[config.mk]
export PLATFORM = sky130hd
export DESIGN_NAME = id_ex_operand_stage
export DESIGN_NICKNAME = d
export VERILOG_FILES = /design/src/rtl/mips_pkg.sv /design/src/rtl/id_ex_operand_stage_fwd_mux.sv /design/src/rtl/id_ex_operand_stage.sv
export SDC_FILE = /design/constraint.sdc
export NUM_CORES = 1
export LEC_CHECK = 0
export ABC_AREA = 0
export CAP_MARGIN = 20
export CORE_ASPECT_RATIO = 1.2
export CORE_MARGIN = 2
export CORE_UTILIZATION = 38
export CTS_BUF_LIST = sky130_fd_sc_hd__clkbuf_8 sky130_fd_sc_hd__clkbuf_16
export CTS_CLUSTER_DIAMETER = 80
export CTS_CLUSTER_SIZE = 12
export DETAILED_ROUTE_END_ITERATION = 10
export GPL_TIMING_DRIVEN = 1
export HOLD_SLACK_MARGIN = 0.06
export PLACE_DENSITY = 0.78
export SLEW_MARGIN = 30
export SYNTH_ARGS = -nofsm -noshare
export SYNTH_HDL_FRONTEND = slang
export SYNTH_SLANG_ARGS = --single-unit
[constraint.sdc]
create_clock -name clk -period 2.2 [get_ports clk]
set_input_delay 0.33 -clock clk [delete_from_list [all_inputs] [get_ports clk]]
set_output_delay 0.33 -clock clk [all_outputs]
set_load 0.01 [all_outputs]
[src/rtl/mips_pkg.sv]
// Shared MIPS pipeline definitions: datapath widths, ALU opcodes and the
// ID/EX control bundle with its bubble value.
package mips_pkg;

    localparam int MIPS_DATA_W = 32;
    localparam int MIPS_REG_AW = 5;

    localparam logic [3:0] ALU_AND = 4'b0000;
    localparam logic [3:0] ALU_OR  = 4'b0001;
    localparam logic [3:0] ALU_ADD = 4'b0010;
    localparam logic [3:0] ALU_SUB = 4'b0110;
    localparam logic [3:0] ALU_SLT = 4'b0111;
    localparam logic [3:0] ALU_NOR = 4'b1100;

    typedef struct packed {
        logic       reg_write;
        logic       mem_read;
        logic       mem_write;
        logic       mem_to_reg;
        logic       alu_src;
        logic [3:0] alu_ctrl;
    } ctrl_t;

    // A bubble writes nothing and presents AND to the ALU.
    localparam ctrl_t CTRL_BUBBLE = '0;

endpackage

[src/rtl/id_ex_operand_stage_fwd_mux.sv]
// Operand forwarding select for one source register; EX/MEM wins over MEM/WB
// and $0 is never forwarded.
module fwd_mux #(
    parameter int DATA_W = 32,
    parameter int REG_AW = 5
) (
    input  logic [REG_AW-1:0] src_reg_i,
    input  logic [DATA_W-1:0] rf_data_i,
    input  logic              exmem_reg_write_i,
    input  logic [REG_AW-1:0] exmem_rd_i,
    input  logic [DATA_W-1:0] exmem_result_i,
    input  logic              memwb_reg_write_i,
    input  logic [REG_AW-1:0] memwb_rd_i,
    input  logic [DATA_W-1:0] memwb_result_i,
    output logic [DATA_W-1:0] fwd_data_o
);

    logic exmem_hit;
    logic memwb_hit;

    assign exmem_hit = exmem_reg_write_i && (exmem_rd_i != '0) && (exmem_rd_i == src_reg_i);
    assign memwb_hit = memwb_reg_write_i && (memwb_rd_i != '0) && (memwb_rd_i == src_reg_i);

    always_comb begin
        fwd_data_o = rf_data_i;
        if (exmem_hit) begin
            fwd_data_o = exmem_result_i;
        end else if (memwb_hit) begin
            fwd_data_o = memwb_result_i;
        end
    end

endmodule

[src/rtl/id_ex_operand_stage.sv]
// ID/EX pipeline register feeding the ALU: captures decoded operands, resolves
// forwarding and ALUSrc, and inserts a one-cycle bubble on a load-use hazard.
module id_ex_operand_stage
    import mips_pkg::*;
#(
    parameter int DATA_W = MIPS_DATA_W,
    parameter int REG_AW = MIPS_REG_AW
) (
    input  logic              clk,
    input  logic              reset,
    input  logic              id_valid,
    input  logic [DATA_W-1:0] id_rs_data,
    input  logic [DATA_W-1:0] id_rt_data,
    input  logic [DATA_W-1:0] id_imm,
    input  logic [REG_AW-1:0] id_rs,
    input  logic [REG_AW-1:0] id_rt,
    input  logic [REG_AW-1:0] id_rd,
    input  logic              id_uses_rt,
    input  logic [3:0]        id_alu_ctrl,
    input  logic              id_alu_src,
    input  logic              id_reg_dst,
    input  logic              id_reg_write,
    input  logic              id_mem_read,
    input  logic              id_mem_write,
    input  logic              id_mem_to_reg,
    input  logic              stall,
    input  logic              flush,
    input  logic              exmem_reg_write,
    input  logic [REG_AW-1:0] exmem_rd,
    input  logic [DATA_W-1:0] exmem_result,
    input  logic              memwb_reg_write,
    input  logic [REG_AW-1:0] memwb_rd,
    input  logic [DATA_W-1:0] memwb_result,
    output logic              load_use_hazard,
    output logic              ex_valid,
    output logic [DATA_W-1:0] Read_Data_1,
    output logic [DATA_W-1:0] Alu_Src_Output,
    output logic [3:0]        ALUctrl,
    output logic [DATA_W-1:0] ex_store_data,
    output logic [REG_AW-1:0] ex_dest,
    output logic              ex_reg_write,
    output logic              ex_mem_read,
    output logic              ex_mem_write,
    output logic              ex_mem_to_reg
);

    logic              valid_q,   valid_d;
    ctrl_t             ctrl_q,    ctrl_d;
    logic [REG_AW-1:0] rs_q,      rs_d;
    logic [REG_AW-1:0] rt_q,      rt_d;
    logic [REG_AW-1:0] dest_q,    dest_d;
    logic [DATA_W-1:0] rs_data_q, rs_data_d;
    logic [DATA_W-1:0] rt_data_q, rt_data_d;
    logic [DATA_W-1:0] imm_q,     imm_d;
    logic [DATA_W-1:0] fwd_rs;
    logic [DATA_W-1:0] fwd_rt;

    // Only a live load in EX can stall the consumer in ID; stall does not mask it.
    assign load_use_hazard = valid_q && ctrl_q.mem_read && (dest_q != '0) && id_valid &&
                             ((dest_q == id_rs) || (id_uses_rt && (dest_q == id_rt)));

    always_comb begin
        valid_d   = valid_q;
        ctrl_d    = ctrl_q;
        rs_d      = rs_q;
        rt_d      = rt_q;
        dest_d    = dest_q;
        rs_data_d = rs_data_q;
        rt_data_d = rt_data_q;
        imm_d     = imm_q;
        if (flush || (!stall && load_use_hazard)) begin
            valid_d   = 1'b0;
            ctrl_d    = CTRL_BUBBLE;
            rs_d      = '0;
            rt_d      = '0;
            dest_d    = '0;
            rs_data_d = '0;
            rt_data_d = '0;
            imm_d     = '0;
        end else if (!stall) begin
            valid_d           = id_valid;
            ctrl_d.reg_write  = id_reg_write  && id_valid;
            ctrl_d.mem_read   = id_mem_read   && id_valid;
            ctrl_d.mem_write  = id_mem_write  && id_valid;
            ctrl_d.mem_to_reg = id_mem_to_reg && id_valid;
            ctrl_d.alu_src    = id_alu_src;
            ctrl_d.alu_ctrl   = id_alu_ctrl;
            rs_d              = id_rs;
            rt_d              = id_rt;
            dest_d            = id_reg_dst ? id_rd : id_rt;
            rs_data_d         = id_rs_data;
            rt_data_d         = id_rt_data;
            imm_d             = id_imm;
        end
    end

    always_ff @(posedge clk) begin
        if (reset) begin
            valid_q   <= 1'b0;
            ctrl_q    <= CTRL_BUBBLE;
            rs_q      <= '0;
            rt_q      <= '0;
            dest_q    <= '0;
            rs_data_q <= '0;
            rt_data_q <= '0;
            imm_q     <= '0;
        end else begin
            valid_q   <= valid_d;
            ctrl_q    <= ctrl_d;
            rs_q      <= rs_d;
            rt_q      <= rt_d;
            dest_q    <= dest_d;
            rs_data_q <= rs_data_d;
            rt_data_q <= rt_data_d;
            imm_q     <= imm_d;
        end
    end

    fwd_mux #(.DATA_W(DATA_W), .REG_AW(REG_AW)) u_fwd_rs (
        .src_reg_i        (rs_q),
        .rf_data_i        (rs_data_q),
        .exmem_reg_write_i(exmem_reg_write),
        .exmem_rd_i       (exmem_rd),
        .exmem_result_i   (exmem_result),
        .memwb_reg_write_i(memwb_reg_write),
        .memwb_rd_i       (memwb_rd),
        .memwb_result_i   (memwb_result),
        .fwd_data_o       (fwd_rs)
    );

    fwd_mux #(.DATA_W(DATA_W), .REG_AW(REG_AW)) u_fwd_rt (
        .src_reg_i        (rt_q),
        .rf_data_i        (rt_data_q),
        .exmem_reg_write_i(exmem_reg_write),
        .exmem_rd_i       (exmem_rd),
        .exmem_result_i   (exmem_result),
        .memwb_reg_write_i(memwb_reg_write),
        .memwb_rd_i       (memwb_rd),
        .memwb_result_i   (memwb_result),
        .fwd_data_o       (fwd_rt)
    );

    assign ex_valid       = valid_q;
    assign Read_Data_1    = fwd_rs;
    assign ex_store_data  = fwd_rt;
    assign Alu_Src_Output = ctrl_q.alu_src ? imm_q : fwd_rt;
    assign ALUctrl        = ctrl_q.alu_ctrl;
    assign ex_dest        = dest_q;
    assign ex_reg_write   = ctrl_q.reg_write;
    assign ex_mem_read    = ctrl_q.mem_read;
    assign ex_mem_write   = ctrl_q.mem_write;
    assign ex_mem_to_reg  = ctrl_q.mem_to_reg;

endmodule

After elaboration in Yosys (flattened, before gate mapping)

Cells that the tools add are included.

Flip-flop bits (word level): 121
Bits of input ports: 203
Output and inout bits: 111
Logic and storage cells: 48

Equality and inequality tests: 6
Muxes and demuxes: 6
Reduce and logical (&&, ||, !) cells: 23

Operators with widths:

| operator           | number |
|---|---|
| 32-bit 2-to-1 mux  | 5 |
| 5-bit == test      | 6 |
| 1-bit logical AND  | 16 |
| 5-bit nonzero test | 3 |
| 5-bit 2-to-1 mux   | 1 |
| 1-bit logical OR   | 2 |
| 2-bit OR reduction | 1 |
| 1-bit zero test    | 1 |

Logic depth before layout (Yosys ltp)

Gate-level depths: netlist of run 1.

Depth in word-level cells: 7
Depth in mapped cells: 7
Gate-level depth less buffers: 5

Cells and area by module

From an unflattened synthesis of run 1, not the netlist that was laid out.

Cell total of the unflattened synthesis: 991
Area total of the unflattened synthesis: 7811.2 um2

Modules (own cells, without submodules):

| module              | instances | cells an instance | area an instance (um2) | sequential area each (um2) |
|---|---|---|---|---|
| id_ex_operand_stage | 1         | 621               | 5476.5                 | 2422.3 |
| fwd_mux             | 2         | 185               | 1167.4                 | 0.0 |

Worst setup path after synthesis of run 1

No wires, ideal clock.

Path kind: register to output
From: register rt_q[2]
To: output Alu_Src_Output[20]
Data arrival time: 1.955 ns
Required time: 1.870 ns
Slack: -0.085 ns
Stages on the path, launching flop included: 8
Path buffers: 2
Cell sequence: dfxtp_1 xor2_1 or4b_1 buf_2 buf_6 nor4b_2 a211oi_2 o31ai_1

Word-level cells in the longest chain between the ends: 5
Elaborated cells between the ends (all ways): 7
Classes of those cells: eq/ne: 2; mux: 3; reduce/logical: 2

Ends and longest elaborated chain:

| what                   | line                              | source |
|---|---|---|
| from (decl)            | id_ex_operand_stage.sv:50         | `logic [REG_AW-1:0] rt_q, rt_d;` |
| from (signal assigned) | id_ex_operand_stage.sv:111        | `rt_q <= rt_d;` |
| 5-bit == test          | id_ex_operand_stage_fwd_mux.sv:22 | `assign memwb_hit = memwb_reg_write_i && (memwb_rd_i != '0) && (memwb_rd_i == src_reg_i);` |
| 1-bit logical AND      | id_ex_operand_stage_fwd_mux.sv:22 |  |
| 32-bit 2-to-1 mux      | id_ex_operand_stage_fwd_mux.sv:28 | `end else if (memwb_hit) begin` |
| 32-bit 2-to-1 mux *    | id_ex_operand_stage_fwd_mux.sv:26 | `if (exmem_hit) begin` |
| 32-bit 2-to-1 mux *    | id_ex_operand_stage.sv:146        | `assign Alu_Src_Output = ctrl_q.alu_src ? imm_q : fwd_rt;` |
| to (decl)              | id_ex_operand_stage.sv:37         | `output logic [DATA_W-1:0] Alu_Src_Output,` |

Every way passes the cells marked *; elsewhere a longest branch is shown, timed or not.

Worst setup path after layout of run 1

From: register rt_q[1]
To: output Alu_Src_Output[20]

The elaborated chain is that of the path after synthesis.

==> results of run 1 <==
-- cell families after synthesis --
kind of cell	share of synthesized area
XOR/XNOR	0.0399
flip-flops	0.368
AO/OA/AOI/OAI	0.283
AND/OR/NAND/NOR	0.143
multiplexers	0.107
buffers and inverters	0.0591
-- area by class of cell --
cell class                 count  area (um^2)
sequential                   121         2440
fill                        1064         3890
multi-input combinational    504         4890
clock inverter                13          154
antenna                        2         5.00
timing repair buffer         487         4810
clock buffer                  19          453
tap                          216          270
-- worst paths after layout --
path                  from                  to  slack [ns]  depth (start not counted)
max reg2reg     ex_dest[3]           imm_q[17]        0.27                          8
min          ex_mem_to_reg       ex_mem_to_reg        0.47                          1
min reg2reg  ex_mem_to_reg       ex_mem_to_reg        0.47                          1
max                rt_q[1]  Alu_Src_Output[20]       -0.82                          8
-- worst reg2reg max path: stages (launching register included) --
cell and delay, ns:
dfxtp_2 0.35, xnor2_1 0.14, nand4_1 0.11, o22ai_2 0.10, buf_4 0.15, a2111oi_4 0.38, buf_4 0.23, buf_12 0.20
a22o_1 0.22
-- stage by stage --
stage | hold WS [ns] | power [mW] | TNS (ns) | instances
final | 0.466 | 6.86 | -57.06 | 1362
after global routing | 0.487 | 7.06 | -64.37 | 1362
after CTS | 0.470 | 6.78 | -56.03 | 1356
after detailed placement | 0.456 | 3.83 | -109.74 | 1274
after global placement | 0.450 | 3.81 | -106.32 | 1274
after floorplan | 0.437 | 2.93 | -1.54 | 708
-- cells in the mapped netlist --
library cell and number:
nand4_1 3, o31ai_2 27, buf_2 26, nand3_1 32, a2111oi_2 1, o21ai_1 1
dfxtp_1 121, xnor2_1 21, nor4_4 1, o31ai_1 5, clkbuf_1 48, and2_1 2
mux2i_1 32, a32o_1 4, nor3_1 31, nor3b_1 1, a22o_1 117, or2_1 2
a31oi_1 29, xor2_1 9, or3_4 1, or4_1 2, a21oi_1 33, nand2_1 35
buf_6 3, mux2_2 34, nor4_1 29, buf_4 5, a211oi_2 3, nor2_1 42
o22ai_1 1, or4b_1 1, buf_1 2, o211ai_2 1, nor4b_2 3
-- layer usage --
layer  up-vias  global-route usage  share of wire  wire (um)
met5         -                   0              0          0
met4         0               0.193          0.051       1600
li1       3566                   -              -          -
met3       121              0.0863          0.076       2400
met2       458               0.580           0.51      16100
met1      3907               0.356           0.36      11400
-- power by group --
part / internal (mW) / switching (mW)
clock network: 1.83 / 1.07
logic: 0.917 / 0.713
registers: 2.27 / 0.0672
total: 5.01 / 1.85
-- timing repair --
| item | 4_1_cts | 5_1_grt |
|---|---|---|
| setup buffers | 46 | 25 |
| endpoints found under the setup margin | 97 | 96 |
| pin swaps | 55 | 66 |
| resized for setup | 523 | 99 |
| gates cloned | 6 | 0 |
==> flow_metrics.py, run 1 <==
metrics = {
    "setup_path": {
        "path_cells": "xor2_1 > or4b_4 > buf_12 > or3_4 > a211oi_4 > buf_4 > o31ai_2 > buf_2",
        "slowest_delay_ns": 0.56,
        "critPathArrivalTime_ns": 2.69,
        "cp_slowest_cell": "or4b_4",
        "criticalPathCategory": "register to output pin",
        "startpoint_type": "register",
        "critical_path_buf_inv_count": 3,
        "endpoint_kind": "output pin",
        "critPathTopFamily": "simple AND/OR/NAND/NOR gates",
        "cp_max_fo": 5,
        "worstPathRequired_ns": 1.87,
    },
    "final_layout": {
        "syn2layout_area_growth_pct": 97.9,
        "final_common_cell": "clkdlybuf4s50_1",
        "final_cell_mix": "clkdlybuf4s50_1 (205), a22o_1 (117), dfxtp_1 (107)",
        "design_area_um2": 13000,
        "post-route-util": 0.770,
        "drive_above_1_share": 0.420,
        "num-nets-final": 1334,
        "reg_top3": "imm_q x32, rs_data_q x32, rt_data_q x32",
    },
    "logic_synthesis": {
        "yosysWarningCount": 0,
        "syn_area_um2": 6580,
        "synth_largest_area_cell": "dfxtp_1",
        "syn_nets": 911,
        "avgSynthCellArea_um2": 9.29,
        "synthTopCellsByArea": "dfxtp_1 (37%), a22o_1 (16%), mux2_2 (5.8%), o31ai_2 (5.1%), mux2i_1 (4.9%)",
        "ys_types": 35,
        "ys_seq_elements": 121,
        "syn_inst": 708,
        "synth_top_area_frac": 0.368,
        "seq_area_frac_synth": 0.368,
    },
    "power_and_ir_drop": {
        "vdd_drop_max_uv": 506,
        "p_leak_nw": 5.06,
        "power.density_nw_per_um2": 527,
    },
    "grt": {
        "grt_pass1_wl_um": 46300,
        "antenna_found_initial": 2,
        "grt_overflow_total": 0,
        "grt_pass1_vias": 8517,
        "grt_max_degree": 59,
        "track_usage": 0.332,
    },
    "route": {
        "firstDrtPassIters": 6,
        "num_vias": 8052,
        "wl_per_cell_um": 23.1,
        "antenna_left": 0,
        "via_per_inst": 5.91,
        "drt_iter0_markers": 676,
        "post-route-drc-count": 0,
        "drt_wl_total_um": 31500,
    },
    "place": {
        "place_congestion": 0.876,
        "pre_cts_slack_ns": -1.15,
        "dpl.hpwl_um": 21100,
        "port_buffers": 313,
        "placed_area_um2": 11400,
    },
    "die": {
        "dieArea_um2": 18400,
        "start_util": 0.389,
        "core_um2": 16900,
        "die_h_um": 148,
        "rows": 52,
        "ios": 314,
        "die_w_um": 124,
    },
    "clock_tree": {
        "hold_buffers": 0,
        "clockRootBuffer": "clkbuf_16",
        "cts_tree": "yes",
        "cts_max_path_buffers": 2,
        "h-tree-depth": 4,
        "cts_inserted_buffers": 17,
        "clock_latency_ns": 0.42,
        "clock_sinks": 121,
        "clkTransAtPathRegs_ns": 0.06,
    },
    "timing": {
        "fin_skew_ns": 0.00939,
        "max_freq_mhz": 331,
        "rsz0062_at_grt": "yes",
        "fin_crit_ns": 3.02,
        "fin_crit_sh": 1.37,
        "finalHoldViolCount": 0,
        "setup_viol": 96,
        "drv_slew": 0,
        "worstMarginPinSlew_ns": 0.468,
        "finalWorstSetupSlack_ns": -0.817,
        "slew_headroom": 0.688,
    },
    "run_status": {
        "status": "complete, but fails checks",
        "violations": "setup timing",
    },
    "hold_path": {
        "hp-class": "register to register",
    },
    "run": {
        "max_cap_violations": 0,
    },
}
Power figures use the tool's default switching activity.
==> run 2, diff against run 1 <==
--- a/config.mk
+++ b/config.mk
@@ -7,16 +7,17 @@
 export LEC_CHECK = 0
 export ABC_AREA = 0
 export CAP_MARGIN = 20
+export CELL_PAD_IN_SITES_DETAIL_PLACEMENT = 2
+export CELL_PAD_IN_SITES_GLOBAL_PLACEMENT = 2
 export CORE_ASPECT_RATIO = 1.2
-export CORE_MARGIN = 2
-export CORE_UTILIZATION = 38
+export CORE_UTILIZATION = 21
 export CTS_BUF_LIST = sky130_fd_sc_hd__clkbuf_8 sky130_fd_sc_hd__clkbuf_16
 export CTS_CLUSTER_DIAMETER = 80
 export CTS_CLUSTER_SIZE = 12
 export DETAILED_ROUTE_END_ITERATION = 10
 export GPL_TIMING_DRIVEN = 1
 export HOLD_SLACK_MARGIN = 0.06
-export PLACE_DENSITY = 0.78
+export PLACE_DENSITY_LB_ADDON = 0.1
 export SLEW_MARGIN = 30
 export SYNTH_ARGS = -nofsm -noshare
 export SYNTH_HDL_FRONTEND = slang
==> run 2 against run 1 <==
Compared with the run above: the run still ends with setup timing left; worst setup slack improved by 0.0037 ns; final cell count increased by 14%; sequential power about the same; clock skew about the same; power increased by 3.2%; sequential cell count unchanged; clock-buffer cell count unchanged.
==> flow_metrics.py, run 2 (synthesis results as in run 1) <==
metrics = {
    "place": {
        "place_congestion": 0.746,
        "port_buffers": 313,
        "dpl.hpwl_um": 24800,
        "placed_area_um2": 11600,
    },
    "grt": {
        "grt_pass1_wl_um": 52400,
        "antenna_found_initial": 10,
        "grt_max_degree": 61,
        "track_usage": 0.221,
        "grt_pass1_vias": 8425,
        "grt_overflow_total": 0,
    },
    "route": {
        "via_per_inst": 4.95,
        "drt_iter0_markers": 261,
        "antenna_left": 0,
        "post-route-drc-count": 0,
        "drt_wl_total_um": 37300,
        "wl_per_cell_um": 24.0,
        "num_vias": 7700,
        "firstDrtPassIters": 4,
    },
    "power_and_ir_drop": {
        "power.density_nw_per_um2": 512,
        "vdd_drop_max_uv": 392,
        "p_leak_nw": 5.22,
    },
    "timing": {
        "max_freq_mhz": 332,
        "fin_crit_sh": 1.37,
        "finalHoldViolCount": 0,
        "fin_crit_ns": 3.01,
        "finalWorstSetupSlack_ns": -0.814,
        "worstMarginPinSlew_ns": 0.456,
        "finalSetupTns_ns": -57.55,
        "fin_skew_ns": 0.00911,
        "rsz0062_at_grt": "yes",
        "setup_viol": 96,
        "hold_slack_ns": 0.468,
        "drv_slew": 0,
        "slew_headroom": 0.696,
    },
    "clock_tree": {
        "clockRootBuffer": "clkbuf_16",
        "clkTransAtPathRegs_ns": 0.06,
        "cts_inserted_buffers": 17,
        "cts_tree": "yes",
        "hold_buffers": 0,
        "cts_max_path_buffers": 2,
        "clock_latency_ns": 0.43,
        "h-tree-depth": 4,
        "clock_sinks": 121,
    },
    "setup_path": {
        "reg2reg_depth": 7,
        "cp_max_fo": 8,
        "criticalPathCategory": "register to output pin",
        "worstReg2RegEnd": "rs_data_q[7]",
        "worstPathRequired_ns": 1.87,
        "critPathArrivalTime_ns": 2.68,
        "r2r_slack_ns": 0.29,
        "r2r-start": "ex_dest[4]",
        "endpoint_kind": "output pin",
        "startpoint_type": "register",
    },
    "die": {
        "ios": 314,
        "start_util": 0.215,
        "dieArea_um2": 32000,
        "die_h_um": 196,
        "core_um2": 30700,
        "die_w_um": 164,
        "rows": 70,
    },
    "run": {
        "max_cap_violations": 0,
    },
    "run_status": {
        "status": "complete, but fails checks",
        "violations": "setup timing",
    },
    "hold_path": {
        "hp-class": "input pin to register",
        "min_to": "rs_q[0]",
        "holdPathStages": 3,
        "hp-start": "id_rs[0]",
    },
    "final_layout": {
        "syn2layout_area_growth_pct": 110,
        "reg_top3": "imm_q x32, rs_data_q x32, rt_data_q x32",
        "final_common_cell": "clkdlybuf4s50_1",
        "drive_above_1_share": 0.447,
        "num-nets-final": 1342,
        "design_area_um2": 13800,
        "final_cell_mix": "clkdlybuf4s50_1 (204), a22o_1 (117), dfxtp_1 (109)",
    },
}
run 2: changes by cell type in the layout (fill, tap and decap cells not counted), moves of 5 or more:
cell	change
a21oi_1	-15
a21oi_2	+10
nor2_2	-8
nor2_1	-13
diode_2	+5
a21oi_4	+5
nor4_1	+5
buf_16	+5
nor2_4	+21
buf_12	+11
run 2: layout make-up:
cell class,instances,area (um^2)
antenna,7,17.5
clock buffer,19,453
clock inverter,13,176
fill,3158,16800
multi-input combinational,503,5080
sequential,121,2440
tap,396,495
timing repair buffer,496,5160
run 2: per-layer routing:
layer / track usage / vias up / wire, um
li1: - / 3586 / -
met1: 0.254 / 3859 / 14900
met2: 0.394 / 208 / 20000
met3: 0.0490 / 41 / 1690
met4: 0.0806 / 6 / 652
met5: 0 / - / 37
run 2: worst max path at each step:
stage	start	to	slack (ns)
after floorplan	rt_q[1]	Alu_Src_Output[10]	-0.06
after global placement	memwb_rd[2]	Alu_Src_Output[12]	-1.17
after detailed placement	exmem_rd[0]	Alu_Src_Output[15]	-1.26
after CTS	rt_q[4]	Alu_Src_Output[25]	-0.87
after global routing	rt_q[4]	Alu_Src_Output[5]	-0.88
final	rt_q[4]	Alu_Src_Output[6]	-0.81
run 2: critical path: stages (launching register included):
cell,delay (ns)
dfxtp_4,0.36
xor2_4,0.15
or4b_4,0.57
buf_12,0.17
buf_16,0.16
o31ai_4,0.29
a31oi_4,0.13
mux2_4,0.29
buf_6,0.12
run 2: per-stage QoR:
step / setup slack [ns] / cells / power [mW] / util
CTS: -0.871 / 1527 / 7.05 / 0.421
finish: -0.814 / 1555 / 7.08 / 0.451
floorplan: -0.0561 / 708 / 2.93 / -
detailed placement: -1.26 / 1443 / 3.89 / 0.378
global placement: -1.17 / 1443 / 3.87 / 0.378
global route: -0.884 / 1555 / 7.36 / 0.451
run 2: timing repair:
item | CTS | global route
buffers inserted | 46 | 25
pin swaps | 72 | 55
gates resized for setup | 490 | 163
cloned | 8 | 5
setup endpoints to repair | 97 | 96
run 2: where the power goes:
| part | internal, mW | switching, mW | leakage [nW] |
|---|---|---|---|
| registers | 2.27 | 0.0667 | 0.991 |
| logic | 0.955 | 0.734 | 3.92 |
| clock network | 1.94 | 1.11 | 0.310 |
| total | 5.17 | 1.92 | 5.22 |
==> run 3, diff against run 2 <==
--- a/config.mk
+++ b/config.mk
@@ -9,8 +9,7 @@
 export CAP_MARGIN = 20
 export CELL_PAD_IN_SITES_DETAIL_PLACEMENT = 2
 export CELL_PAD_IN_SITES_GLOBAL_PLACEMENT = 2
-export CORE_ASPECT_RATIO = 1.2
-export CORE_UTILIZATION = 21
+export CORE_UTILIZATION = 23
 export CTS_BUF_LIST = sky130_fd_sc_hd__clkbuf_8 sky130_fd_sc_hd__clkbuf_16
 export CTS_CLUSTER_DIAMETER = 80
 export CTS_CLUSTER_SIZE = 12
==> constraint.sdc (replaced) <==
create_clock -name clk -period 3.4 [get_ports clk]
set_input_delay 0.51 -clock clk [delete_from_list [all_inputs] [get_ports clk]]
set_output_delay 0.51 -clock clk [all_outputs]
set_load 0.01 [all_outputs]
==> run 3 against run 2 <==
Compared with the run above: the flow now finishes without violations; first-iteration DRC count increased by 6.5%; power fell by 39%; final cell count fell by 7.0%.
==> flow_metrics.py, run 3 (synthesis results as in run 1) <==
metrics = {
    "setup_path": {
        "worstPathRequired_ns": 2.89,
        "endpoint_kind": "output pin",
        "cp_slowest_cell": "or4b_4",
        "critPathArrivalTime_ns": 2.88,
        "path_cells": "dlygate4sd2_1 > xor2_4 > or4b_4 > buf_12 > buf_4 > o31ai_2 > a31oi_2 > mux2_2 > dlygate4sd2_1",
        "criticalPathCategory": "input pin to output pin",
        "cpMostUsedCell": "dlygate4sd2_1",
        "crit_start": "memwb_rd[4]",
        "startpoint_type": "input pin",
        "slowest_delay_ns": 0.59,
        "cp_max_fo": 7,
        "r2r-start": "ex_dest[3]",
    },
    "die": {
        "rows": 61,
        "die_w_um": 171,
        "ios": 314,
        "dieArea_um2": 29300,
        "die_h_um": 171,
        "start_util": 0.236,
        "core_um2": 27900,
    },
    "clock_tree": {
        "cts_max_path_buffers": 2,
        "clock_latency_ns": 0.44,
        "cts_inserted_buffers": 17,
        "h-tree-depth": 4,
        "clkTransAtPathRegs_ns": 0.06,
        "clock_sinks": 121,
        "clockRootBuffer": "clkbuf_16",
        "cts_tree": "yes",
    },
    "route": {
        "firstDrtPassIters": 4,
        "drt_wl_total_um": 33400,
        "wl_per_cell_um": 23.1,
        "antenna_left": 0,
        "num_vias": 7235,
        "via_per_inst": 5.00,
        "drt_iter0_markers": 278,
        "post-route-drc-count": 0,
    },
    "place": {
        "dpl.hpwl_um": 24100,
        "place_congestion": 0.757,
        "port_buffers": 313,
        "placed_cells_incl_taps": 1377,
        "placed_area_um2": 10600,
    },
    "timing": {
        "drv_slew": 0,
        "slew_headroom": 0.636,
        "fin_skew_ns": 0.00950,
        "setup_viol": 0,
        "max_freq_mhz": 295,
        "fin_crit_sh": 0.998,
        "finalHoldViolCount": 0,
        "finalSetupTns_ns": 0,
        "worstMarginPinSlew_ns": 0.546,
        "fin_crit_ns": 3.39,
        "hold_slack_ns": 0.474,
        "rsz0062_at_grt": "yes",
    },
    "final_layout": {
        "reg_top3": "imm_q x32, rs_data_q x32, rt_data_q x32",
        "instances_no_fill": 1446,
        "final_common_cell": "clkdlybuf4s50_1",
        "drive_above_1_share": 0.236,
        "syn2layout_area_growth_pct": 79.7,
        "nFillCells": 2987,
        "post-route-util": 0.423,
        "design_area_um2": 11800,
        "num-nets-final": 1255,
        "final_cell_mix": "clkdlybuf4s50_1 (240), a22o_1 (117), dfxtp_1 (116)",
    },
    "power_and_ir_drop": {
        "power.density_nw_per_um2": 368,
        "p_leak_nw": 4.57,
        "vdd_drop_max_uv": 310,
    },
    "run": {
        "max_cap_violations": 0,
    },
    "grt": {
        "antenna_found_initial": 6,
        "grt_max_degree": 101,
        "grt_overflow_total": 0,
        "grt_pass1_vias": 7806,
        "grt_pass1_wl_um": 49100,
        "track_usage": 0.227,
    },
    "hold_path": {
        "hp-class": "register to register",
        "hp-start": "ALUctrl[0]",
    },
    "run_status": {
        "status": "finished clean",
    },
}
==> run 3: cell count changes in the layout (fill, tap and decap cells not counted), moves of 21 or more <==
cell / before / now
buf_6: 80 / 4
buf_2: 43 / 3
clkdlybuf4s50_1: 204 / 240
dlygate4sd2_1: 13 / 49
buf_4: 100 / 68
nor2_1: 11 / 40
mux2_2: 6 / 32
mux2_4: 28 / 2
nor2_4: 27 / 1
a21oi_1: 8 / 33
o31ai_4: 28 / 5
o31ai_2: 4 / 25
==> run 3: layer usage <==
metal / part of all wire / global-route usage / up-vias
li1: - / - / 3405
met3: 0.062 / 0.0634 / 28
met1: 0.44 / 0.288 / 3589
met2: 0.48 / 0.376 / 209
met5: 0.00081 / 0 / -
met4: 0.012 / 0.0582 / 4
==> run 3: metrics by stage <==
stage	setup WS [ns]	power, mW
after floorplan	0.767	1.84
after global placement	-0.422	2.41
after detailed placement	-0.498	2.42
after CTS	-0.156	4.39
after global routing	-0.0662	4.51
final	0.00769	4.35
==> run 3: worst max-delay path, delay by kind of cell <==
kind	cells	cell delay, ns
buffers and inverters	4	0.94
AND/OR/NAND/NOR	1	0.59
multiplexers	1	0.28
XOR/XNOR	1	0.17
AO/OA/AOI/OAI	2	0.38
==> run 3: report_power, final <==
part           leakage [nW]  switching [mW]  total (mW)  internal, mW
Sequential            0.988          0.0428        1.51          1.47
Combinational          3.30           0.391       0.903         0.512
Clock                 0.285           0.763        1.94          1.17
==> run 3: layout make-up <==
cell class / count / area [um^2] / area share
multi-input cells: 503 / 4170 / 0.352
clock buffers: 18 / 439 / 0.0371
flip-flops and latches: 121 / 2430 / 0.206
repair buffers: 409 / 4140 / 0.350
diodes: 3 / 7.51 / 0.000635
well taps: 378 / 473 / 0.0400
clock inverters: 14 / 173 / 0.0146
==> run 3: timing repair <==
item / in CTS / in global routing
gates resized for setup: 128 / 30
buffers inserted: 20 / 12
setup endpoints to repair: 96 / 62
pin swaps: 22 / 13
hold buffers: 0 / 0
cloned: 2 / 0
==> run 3: final timing paths <==
path	endpoint	slack, ns	cells past startpoint
setup / recovery	Alu_Src_Output[29]	0.008	9
hold / removal	ALUctrl[0]	0.47	1
setup reg to reg	imm_q[20]	1.32	6
hold reg to reg	ALUctrl[0]	0.47	1
